**config.mk**
```make
export PLATFORM = sky130hd
export DESIGN_NAME = hamming_stream_encoder
export DESIGN_NICKNAME = d
export VERILOG_FILES = /design/src/rtl/hamming_stream_encoder.sv
export SDC_FILE = /design/constraint.sdc
export NUM_CORES = 1
export LEC_CHECK = 0
export ABC_AREA = 1
export CAP_MARGIN = 20
export CORE_MARGIN = 2
export CORE_UTILIZATION = 50
export DETAILED_ROUTE_END_ITERATION = 6
export PLACE_DENSITY = 0.85
export SKIP_CTS_REPAIR_TIMING = 1
export SLEW_MARGIN = 20
export SYNTH_ARGS = -nofsm -noshare
export SYNTH_HDL_FRONTEND = slang
export SYNTH_SLANG_ARGS = --single-unit
export TNS_END_PERCENT = 100
```
**constraint.sdc**
```tcl
create_clock -name clk -period 2.94 [get_ports clk]
set_clock_uncertainty 0.05 [all_clocks]
set_input_delay 0.882 -clock clk [delete_from_list [all_inputs] [get_ports clk]]
set_output_delay 0.882 -clock clk [all_outputs]
set_load 0.05 [all_outputs]
```
**src/rtl/hamming_stream_encoder.sv**
```systemverilog
// Hamming(7,4) stream encoder. Takes NIBBLES*4-bit words over valid/ready and emits
// one registered 7-bit codeword per nibble, least-significant nibble first.
module hamming_stream_encoder #(
  parameter int NIBBLES = 2,
  parameter int CNT_W   = 16
) (
  input  logic                 clk,
  input  logic                 rst,
  input  logic                 s_valid,
  output logic                 s_ready,
  input  logic [4*NIBBLES-1:0] s_data,
  output logic                 m_valid,
  input  logic                 m_ready,
  output logic [6:0]           m_code,
  output logic                 m_last,
  output logic [CNT_W-1:0]     cw_count
);

  localparam int IDX_W = (NIBBLES > 1) ? $clog2(NIBBLES) : 1;
  localparam logic [IDX_W-1:0] IDX_LAST = IDX_W'(NIBBLES - 1);

  typedef enum logic {IDLE, SEND} state_t;

  state_t               state;
  logic [IDX_W-1:0]     idx;
  logic [IDX_W-1:0]     idx_next;
  logic [4*NIBBLES-1:0] word_reg;
  logic [3:0]           next_nibble;
  logic                 handshake;
  logic                 accept;

  // Codeword layout {D7,D6,D5,P4,D3,P2,P1}, even parity.
  function automatic logic [6:0] enc(input logic [3:0] d);
    logic p1, p2, p4;
    p1 = d[0] ^ d[1] ^ d[3];
    p2 = d[0] ^ d[2] ^ d[3];
    p4 = d[1] ^ d[2] ^ d[3];
    return {d[3], d[2], d[1], p4, d[0], p2, p1};
  endfunction

  assign s_ready   = !rst && (state == IDLE || (m_valid && m_ready && m_last));
  assign handshake = m_valid && m_ready;
  assign accept    = s_valid && s_ready;

  always_comb begin
    idx_next    = idx + 1'b1;
    next_nibble = 4'(word_reg >> {idx_next, 2'b00});
  end

  always_ff @(posedge clk) begin
    if (rst) begin
      state    <= IDLE;
      idx      <= '0;
      word_reg <= '0;
      m_valid  <= 1'b0;
      m_code   <= '0;
      m_last   <= 1'b0;
      cw_count <= '0;
    end else begin
      if (handshake)
        cw_count <= cw_count + 1'b1;

      case (state)
        IDLE: begin
          if (accept) begin
            word_reg <= s_data;
            idx      <= '0;
            m_code   <= enc(s_data[3:0]);
            m_last   <= (NIBBLES == 1);
            m_valid  <= 1'b1;
            state    <= SEND;
          end
        end

        SEND: begin
          if (m_ready) begin
            if (idx != IDX_LAST) begin
              idx    <= idx_next;
              m_code <= enc(next_nibble);
              m_last <= (idx_next == IDX_LAST);
            end else if (s_valid) begin
              // Back-to-back word: reload without a bubble.
              word_reg <= s_data;
              idx      <= '0;
              m_code   <= enc(s_data[3:0]);
              m_last   <= (NIBBLES == 1);
            end else begin
              m_valid <= 1'b0;
              m_last  <= 1'b0;
              state   <= IDLE;
            end
          end
        end

        default: state <= IDLE;
      endcase
    end
  end

endmodule

```
==> flow_summary.json, run 1 <==
{
  "ys_seq_elements": 35,
  "gp_congestion": 0.8417,
  "ios": 38,
  "synth_nets": 263,
  "r2r-end": "m_code[1]",
  "final_cell_area_um2": 2301,
  "grt_pass1_wl_mm": 6.775,
  "fin_total_pwr_w": 0.001294,
  "synthTopCellsByArea": "dfxtp_1, nand2_1, a21oi_1",
  "wl_per_cell_um": 11.36,
  "powerDensity_nw_per_um2": 562.4,
  "clockBufferDepth": 2,
  "drive_above_1_share_pct": 10.20,
  "antenna_found_initial": 0,
  "avgSynthCellArea_um2": 7.022,
  "netlist_area_um2": 1755,
  "drtPass1Iterations": 4,
  "worst_pin_slew_ps": 531.9,
  "synth_seq_area_share_pct": 39.91,
  "die_w_um": 63.25,
  "placed_area_um2": 2196,
  "hpwl_mm": 2.829,
  "cp_max_fo": 2,
  "synth_adder_area_share_pct": 0.7128,
  "muxShareOfSynthArea_pct": 0,
  "grt-ovfl-total": 0,
  "wirelength_mm": 3.863,
  "drc": 0,
  "leakage_nw": 0.9317,
  "core.rowCount": 21,
  "maxCapViolCount": 0,
  "synthXorXnorAreaFrac_pct": 2.994,
  "coreArea_um2": 3363,
  "yosysWarnings": 0,
  "ant_nets": 0,
  "grt_pass1_vias": 1561,
  "synthToLayoutAreaGrowth_pct": 31.08,
  "synth_top_family_by_area": "simple AND/OR/NAND/NOR gates",
  "start_util_pct": 52.19,
  "postLayoutCoreUtil_pct": 68.42,
  "cp-end-kind": "primary output",
  "grt.total_usage_pct": 21.26,
  "die_h_um": 63.25,
  "vias": 1715,
  "clock_latency_ps": 350,
  "hold_violations": 0,
  "htreeDepth": 2,
  "synth_cell_types": 34,
  "setup_tns_ps": 0,
  "ir_drop_mv": 0.4053,
  "yosys.area_share.simple_pct": 27.16,
  "start_kind": "primary input",
  "portBuffers": 37,
  "crit_start": "m_ready",
  "grt_start_max_net_pins": 26,
  "synth_compound_area_share_pct": 20.74,
  "setup_violations": 0,
  "maxSlewHeadroom_pct": 64.43,
  "fin_crit_ps": 2853,
  "hold_path.class": "reg2reg",
  "grt_setup_unrepaired": "no",
  "r2r_start": "state",
  "status": "finished clean",
  "drt-vias-per-instance": 5.044,
  "drv_slew": 0,
  "yosysTopAreaCellShare_pct": 39.91,
  "r2r_slack_ps": 1180,
  "layout_commonest_cell": "nand2_1",
  "clock_sinks": 35,
  "antenna_cells": 0,
  "syn-instance-count": 250,
  "cts_root_buffer": "clkbuf_4",
  "fin_nets": 306,
  "final_cell_mix": "nand2_1, clkdlybuf4s50_1, dfxtp_1",
  "fillers": 317,
  "cts_buffers": 5,
  "arrival_ps": 1920,
  "cts_tree": "built",
  "first_iter_violations": 99,
  "clock.fmax_mhz": 350.5,
  "ff2ff_path_depth": 7,
  "timing.final.crit_share_pct": 97.05,
  "clkTransAtPathRegs_ps": 100,
  "cp-endpoint": "s_ready",
  "synth.largest_area_cell": "dfxtp_1",
  "critPathRequiredTime_ps": 2010,
  "whs_ps": 422.8,
  "largest_reg_flops": 16,
  "setup.worst_path.class": "in2out",
  "die-area_um2": 4001
}
[layer usage]
layer	wire length, µm	GRT usage, %	vias to the layer above
met5	0	0	-
met4	75	8.696	0
met3	235	5.893	8
met2	1797	34.71	43
met1	1754	26.45	763
li1	-	-	901
[logic make-up after synthesis]
logic type	count (synthesis)
AOI/OAI and AO/OA	62
xor gates and xnor gates	6
adders and majority gates	1
buffers and inverters	35
DFF	35
and+or+nand+nor	111
[final cells by class]
class | instances | area (µm²) | area share (%)
inverter | 29 | 113.9 | 4.948
clock buffer | 6 | 41.29 | 1.794
tap | 46 | 57.56 | 2.501
clock inverter | 2 | 60.06 | 2.610
multi-input combinational | 180 | 909.6 | 39.53
sequential | 35 | 700.7 | 30.45
timing repair buffer | 42 | 417.9 | 18.16
[metrics by stage]
step / setup slack [ps] / instances
after floorplan: 65.19 / 250
after CTS: 36.69 / 340
after detailed placement: 39.83 / 332
final: 86.64 / 340
after global routing: 22.95 / 340
after global placement: 74.62 / 332
[power by group]
part | leakage, nW | total (W) | internal [W] | switching [W]
sequential | 0.286 | 0.000536 | 0.000509 | 0.0000279
clock | 0.0525 | 0.000438 | 0.000265 | 0.000173
combinational | 0.593 | 0.000319 | 0.000114 | 0.000205
total | 0.932 | 0.00129 | 0.000888 | 0.000406
[critical path: stages]
cell	delay, ps
clkdlybuf4s50_1	500
nand2_2	70
inv_1	70
nand2_1	60
a21oi_2	180
buf_12	160
[worst min path at each step]
stage | cells past startpoint | end | slack, ps | start
6_report | 2 | word_reg[1] | 420 | word_reg[1]
5_1_grt | 2 | m_last | 450 | m_last
4_1_cts | 2 | word_reg[1] | 420 | word_reg[1]
3_5_place_dp | 2 | word_reg[1] | 410 | word_reg[1]
3_3_place_gp | 2 | word_reg[1] | 410 | word_reg[1]
2_1_floorplan | 2 | word_reg[1] | 390 | word_reg[1]
[cell usage after synthesis]
cell type  instances
a21o_1             1
a21oi_1           21
a21oi_2            3
a21oi_4            1
a221oi_1           1
a31oi_1            4
a31oi_2            1
and2_1             1
and3_1             1
buf_2              1
buf_4              1
buf_6              1
clkbuf_1           3
dfxtp_1           35
ha_1               1
inv_1             25
inv_2              3
inv_6              1
nand2_1           66
nand2_2            1
nand3_1           11
nand3b_1           1
nor2_1            22
nor2_2             2
nor2_8             1
nor3_1             3
nor3_2             1
nor3b_1            1
o21a_1             2
o21ai_0           18
o21ai_1            8
o21ai_2            2
xnor2_1            2
xor2_1             4
Note: power is estimated with default switching activity, not from simulation.
==> run 2: changes to the inputs <==
--- a/config.mk
+++ b/config.mk
@@ -7,9 +7,10 @@
 export LEC_CHECK = 0
 export ABC_AREA = 1
 export CAP_MARGIN = 20
-export CORE_MARGIN = 2
+export CORE_MARGIN = 1.5
 export CORE_UTILIZATION = 50
 export DETAILED_ROUTE_END_ITERATION = 6
+export MAX_ROUTING_LAYER = met4
 export PLACE_DENSITY = 0.85
 export SKIP_CTS_REPAIR_TIMING = 1
 export SLEW_MARGIN = 20
==> run 2 against run 1 <==
Compared with the run above: sequential share of layout area unchanged; die area down 3.1%; critical path depth unchanged; final cell count unchanged; cell area unchanged; total power about the same; routed wire length up 1.6%; first-iteration DRC count down 13%; clock power about the same; highest routed layer unchanged.
==> flow_summary.json, run 2 (synthesized netlist as in run 1, its figures left out) <==
{
  "clock_latency_ps": 350,
  "timing.final.crit_share_pct": 96.21,
  "slowest_stage": "clkdlybuf4s50_1",
  "dpl_worst_slack_ps": 44.58,
  "cp_max_fo": 2,
  "die_h_um": 62.25,
  "clkTransAtPathRegs_ps": 110,
  "fillers": 320,
  "grt_pass1_vias": 1542,
  "core.rowCount": 21,
  "whs_ps": 428.7,
  "layout.cells.non_filler": 340,
  "grt_start_max_net_pins": 26,
  "largest_reg_flops": 16,
  "first_iter_violations": 86,
  "maxCapViolCount": 0,
  "drtPass1Iterations": 4,
  "start_util_pct": 52.19,
  "cts_tree": "built",
  "cpPeakStageDelay_ps": 500,
  "drv_slew": 0,
  "status": "finished clean",
  "maxSlewHeadroom_pct": 61.76,
  "critical_path_buf_inv_count": 3,
  "drc": 0,
  "drive_above_1_share_pct": 10.20,
  "setup_ws_ps": 111.3,
  "htreeDepth": 2,
  "setup_violations": 0,
  "fin_crit_ps": 2829,
  "cp-end-kind": "primary output",
  "start_kind": "primary input",
  "ir_drop_mv": 0.5159,
  "antenna_found_initial": 0,
  "fin_total_pwr_w": 0.001293,
  "gp_congestion": 0.8654,
  "vias": 1738,
  "wirelength_mm": 3.926,
  "die_w_um": 62.25,
  "worst_pin_slew_ps": 572.8,
  "grt_pass1_wl_mm": 6.789,
  "grt-ovfl-total": 0,
  "clock_sinks": 35,
  "grt.total_usage_pct": 22.57,
  "cp_top_family": "buffers and inverters",
  "setup.worst_path.class": "in2out",
  "drt-vias-per-instance": 5.112,
  "portBuffers": 37,
  "crit_chain": "clkdlybuf4s50_1, nand2_2, inv_1, nand2_1, a21oi_2, buf_12",
  "grt_setup_unrepaired": "no",
  "layout_commonest_cell": "nand2_1",
  "antenna_cells": 0,
  "final_cell_mix": "nand2_1, clkdlybuf4s50_1, dfxtp_1",
  "ant_nets": 0,
  "critPathRequiredTime_ps": 2010,
  "setup_tns_ps": 0,
  "arrival_ps": 1900,
  "synthToLayoutAreaGrowth_pct": 31.08,
  "cts_root_buffer": "clkbuf_4",
  "wl_per_cell_um": 11.55,
  "clockBufferDepth": 2,
  "clock.fmax_mhz": 353.5,
  "fin_nets": 306,
  "leakage_nw": 0.9317,
  "powerDensity_nw_per_um2": 562.1,
  "hpwl_mm": 2.808,
  "dp.cells": 332,
  "ios": 38,
  "hold_violations": 0,
  "coreArea_um2": 3363,
  "hold_path.class": "reg2reg",
  "die-area_um2": 3875,
  "cts_buffers": 5
}
run 2: cell counts in the layout (fill, tap and decap cells not counted):
Identical to the previous run, type by type.
run 2: worst register-to-register path: stages (launching register included):
cell and delay [ps]:
dfxtp_1 700, nor2_8 130, nor3_2 380, inv_2 170, o21ai_0 180, a21oi_1 60
run 2: stage by stage:
stage               instance area (µm²)  utilization [%]
global route                       2301            68.42
detailed placement                 2196            65.29
global placement                   2196            65.29
CTS                                2297            68.30
finish                             2301            68.42
floorplan                          1755                -
run 2: layer usage:
metal | global-route usage, % | up-vias | routed length [µm]
met5 | - | - | 0
met4 | 7.222 | 0 | 42
met3 | 6.522 | 4 | 249
met2 | 37.50 | 64 | 1857
met1 | 26.45 | 767 | 1777
li1 | - | 903 | -
run 2: path summary, 6_finish.rpt:
check,startpoint,end,cells after the start,slack (ps)
min,word_reg[1],word_reg[1],2,430
max,m_ready,s_ready,6,110
min reg2reg,word_reg[1],word_reg[1],2,430
max reg2reg,idx,word_reg[5],5,1160
run 2: layout make-up:
class	count	area [µm²]	area share [%]
flip-flops and latches	35	700.7	30.45
multi-input cells	180	909.6	39.53
inverters	29	113.9	4.948
clock inverters	2	60.06	2.610
repair buffers	42	417.9	18.16
clock buffers	6	41.29	1.794
well taps	46	57.56	2.501
run 2: report_power, final:
part / switching [W] / total, W / leakage [nW] / internal (W)
Clock: 0.000171 / 0.000437 / 0.0525 / 0.000265
Combinational: 0.000205 / 0.000319 / 0.593 / 0.000114
Sequential: 0.0000291 / 0.000538 / 0.286 / 0.000509
Total: 0.000405 / 0.00129 / 0.932 / 0.000888
==> run 3: changes to the inputs <==
--- a/config.mk
+++ b/config.mk
@@ -7,11 +7,11 @@
 export LEC_CHECK = 0
 export ABC_AREA = 1
 export CAP_MARGIN = 20
-export CORE_MARGIN = 1.5
-export CORE_UTILIZATION = 50
+export CORE_MARGIN = 8
+export CORE_UTILIZATION = 45
 export DETAILED_ROUTE_END_ITERATION = 6
 export MAX_ROUTING_LAYER = met4
-export PLACE_DENSITY = 0.85
+export PLACE_DENSITY = 0.81
 export SKIP_CTS_REPAIR_TIMING = 1
 export SLEW_MARGIN = 20
 export SYNTH_ARGS = -nofsm -noshare
==> constraint.sdc (replaced) <==
create_clock -name clk -period 2.45 [get_ports clk]
set_clock_uncertainty 0.05 [all_clocks]
set_input_delay 0.735 -clock clk [delete_from_list [all_inputs] [get_ports clk]]
set_output_delay 0.735 -clock clk [all_outputs]
set_load 0.05 [all_outputs]
==> run 3 against run 2 <==
Compared with the run above: sequential share of layout area is 0.54 points lower; die area is 59% higher; worst setup slack worse by 67 ps; combinational power is 21% higher; clock-buffer cell count is 2 higher; via count is 1.2% higher; highest routed layer unchanged; hold slack worse by 9.2 ps; register-to-register slack worse by 420 ps; cell area is 1.8% higher; utilization is 5.4 points lower; critical path type unchanged; non-clock buffer count is 5 higher.
==> flow_summary.json, run 3 (synthesized netlist as in run 1, its figures left out) <==
{
  "status": "finished clean",
  "drc": 0,
  "clock_sinks": 35,
  "drtPass1Iterations": 5,
  "fin_total_pwr_w": 0.001499,
  "antenna_found_initial": 0,
  "grt.total_usage_pct": 14.53,
  "start_kind": "primary input",
  "htreeDepth": 2,
  "crit_chain": "clkdlybuf4s50_1, a21oi_2, buf_12",
  "cts_root_buffer": "clkbuf_8",
  "setup_violations": 0,
  "cts_tree": "built",
  "gp_congestion": 0.8895,
  "antenna_cells": 0,
  "setup.worst_path.class": "in2out",
  "cpPeakStageDelay_ps": 520,
  "wl_per_cell_um": 11.99,
  "cp-end-kind": "primary output",
  "leakage_nw": 0.9664,
  "grt_setup_unrepaired": "no",
  "whs_ps": 419.5,
  "clock_latency_ps": 290,
  "clock.fmax_mhz": 415.6,
  "ant_nets": 0,
  "die-area_um2": 6155,
  "clockBufferDepth": 2,
  "critPathRequiredTime_ps": 1660,
  "fin_nets": 311,
  "drive_above_1_share_pct": 11.71,
  "synthToLayoutAreaGrowth_pct": 33.43,
  "portBuffers": 37,
  "final_cell_mix": "nand2_1, dfxtp_1, clkdlybuf4s50_1",
  "critical_path_buf_inv_count": 2,
  "maxCapViolCount": 0,
  "timing.final.crit_share_pct": 98.21,
  "fin_crit_ps": 2406,
  "drv_slew": 0,
  "ir_drop_mv": 0.3404,
  "coreArea_um2": 3716,
  "postLayoutCoreUtil_pct": 63.03,
  "arrival_ps": 1620,
  "slowest_stage": "clkdlybuf4s50_1",
  "cp_top_family": "buffers and inverters",
  "hold_violations": 0,
  "grt_pass1_wl_mm": 7.189,
  "first_iter_violations": 82,
  "clkTransAtPathRegs_ps": 70,
  "grt_pass1_vias": 1651,
  "powerDensity_nw_per_um2": 639.9,
  "largest_reg_flops": 16,
  "drt-vias-per-instance": 5.069,
  "die_h_um": 78.46,
  "start_util_pct": 47.24,
  "wirelength_mm": 4.161,
  "cts_buffers": 5,
  "die_w_um": 78.46,
  "vias": 1759,
  "hpwl_mm": 3.088,
  "maxSlewHeadroom_pct": 63.73,
  "ios": 38,
  "grt-ovfl-total": 0,
  "cp_max_fo": 4,
  "layout_commonest_cell": "nand2_1",
  "core.rowCount": 22,
  "hold_path.class": "reg2reg",
  "worst_pin_slew_ps": 543.3,
  "grt_start_max_net_pins": 26
}
## run 3: cell types whose count changed in the layout (fill, tap and decap cells not counted)
cell	delta
dlymetal6s2s_1	+1
clkdlybuf4s50_1	-1
clkbuf_8	+7
buf_4	+5
clkbuf_4	-5
bufinv_16	-2
## run 3: power by group
part / switching [W] / internal, W / leakage, nW
sequential: 0.0000353 / 0.000610 / 0.286
clock: 0.000211 / 0.000257 / 0.0515
combinational: 0.000245 / 0.000140 / 0.629
total: 0.000492 / 0.00101 / 0.966
## run 3: path summary, 6_finish.rpt
path         slack (ps)           to   startpoint  depth (start not counted)
min                 420  word_reg[2]  word_reg[2]                          2
min reg2reg         420  word_reg[2]  word_reg[2]                          2
max                  40      s_ready          rst                          3
max reg2reg         740    m_code[0]        state                          7
## run 3: area by class of cell
type,instances,area (µm²)
Multi-Input combinational cell,180,909.6
Sequential cell,35,700.7
Inverter,29,113.9
Tap cell,48,60.06
Clock buffer,8,100.1
Fill cell,338,1374
Timing Repair Buffer,47,457.9
## run 3: layer usage
layer | vias up | wire length, µm | global-route usage [%]
li1 | 907 | - | -
met2 | 54 | 1947 | 23.53
met1 | 794 | 1893 | 16.23
met3 | 4 | 277 | 4.670
met4 | 0 | 43 | 5.741
met5 | - | 0 | -
## run 3: worst reg2reg max path: stages (launching register included)
cell and delay, ps:
dfxtp_1 480, inv_2 110, nor2_8 190, inv_6 70, a21oi_4 350, inv_1 110
nor2_1 160, a21oi_2 60
## run 3: stage by stage
stage          worst slack (ps)  area, µm²  instances  setup TNS, ps
6_report                  43.98       2342        347              0
3_3_place_gp             -67.08       2240        339         -67.08
2_1_floorplan             122.4       1759        250              0
4_1_cts                  -112.7       2340        347         -112.7
5_1_grt                   2.242       2342        347              0
3_5_place_dp             -104.1       2240        339         -140.2
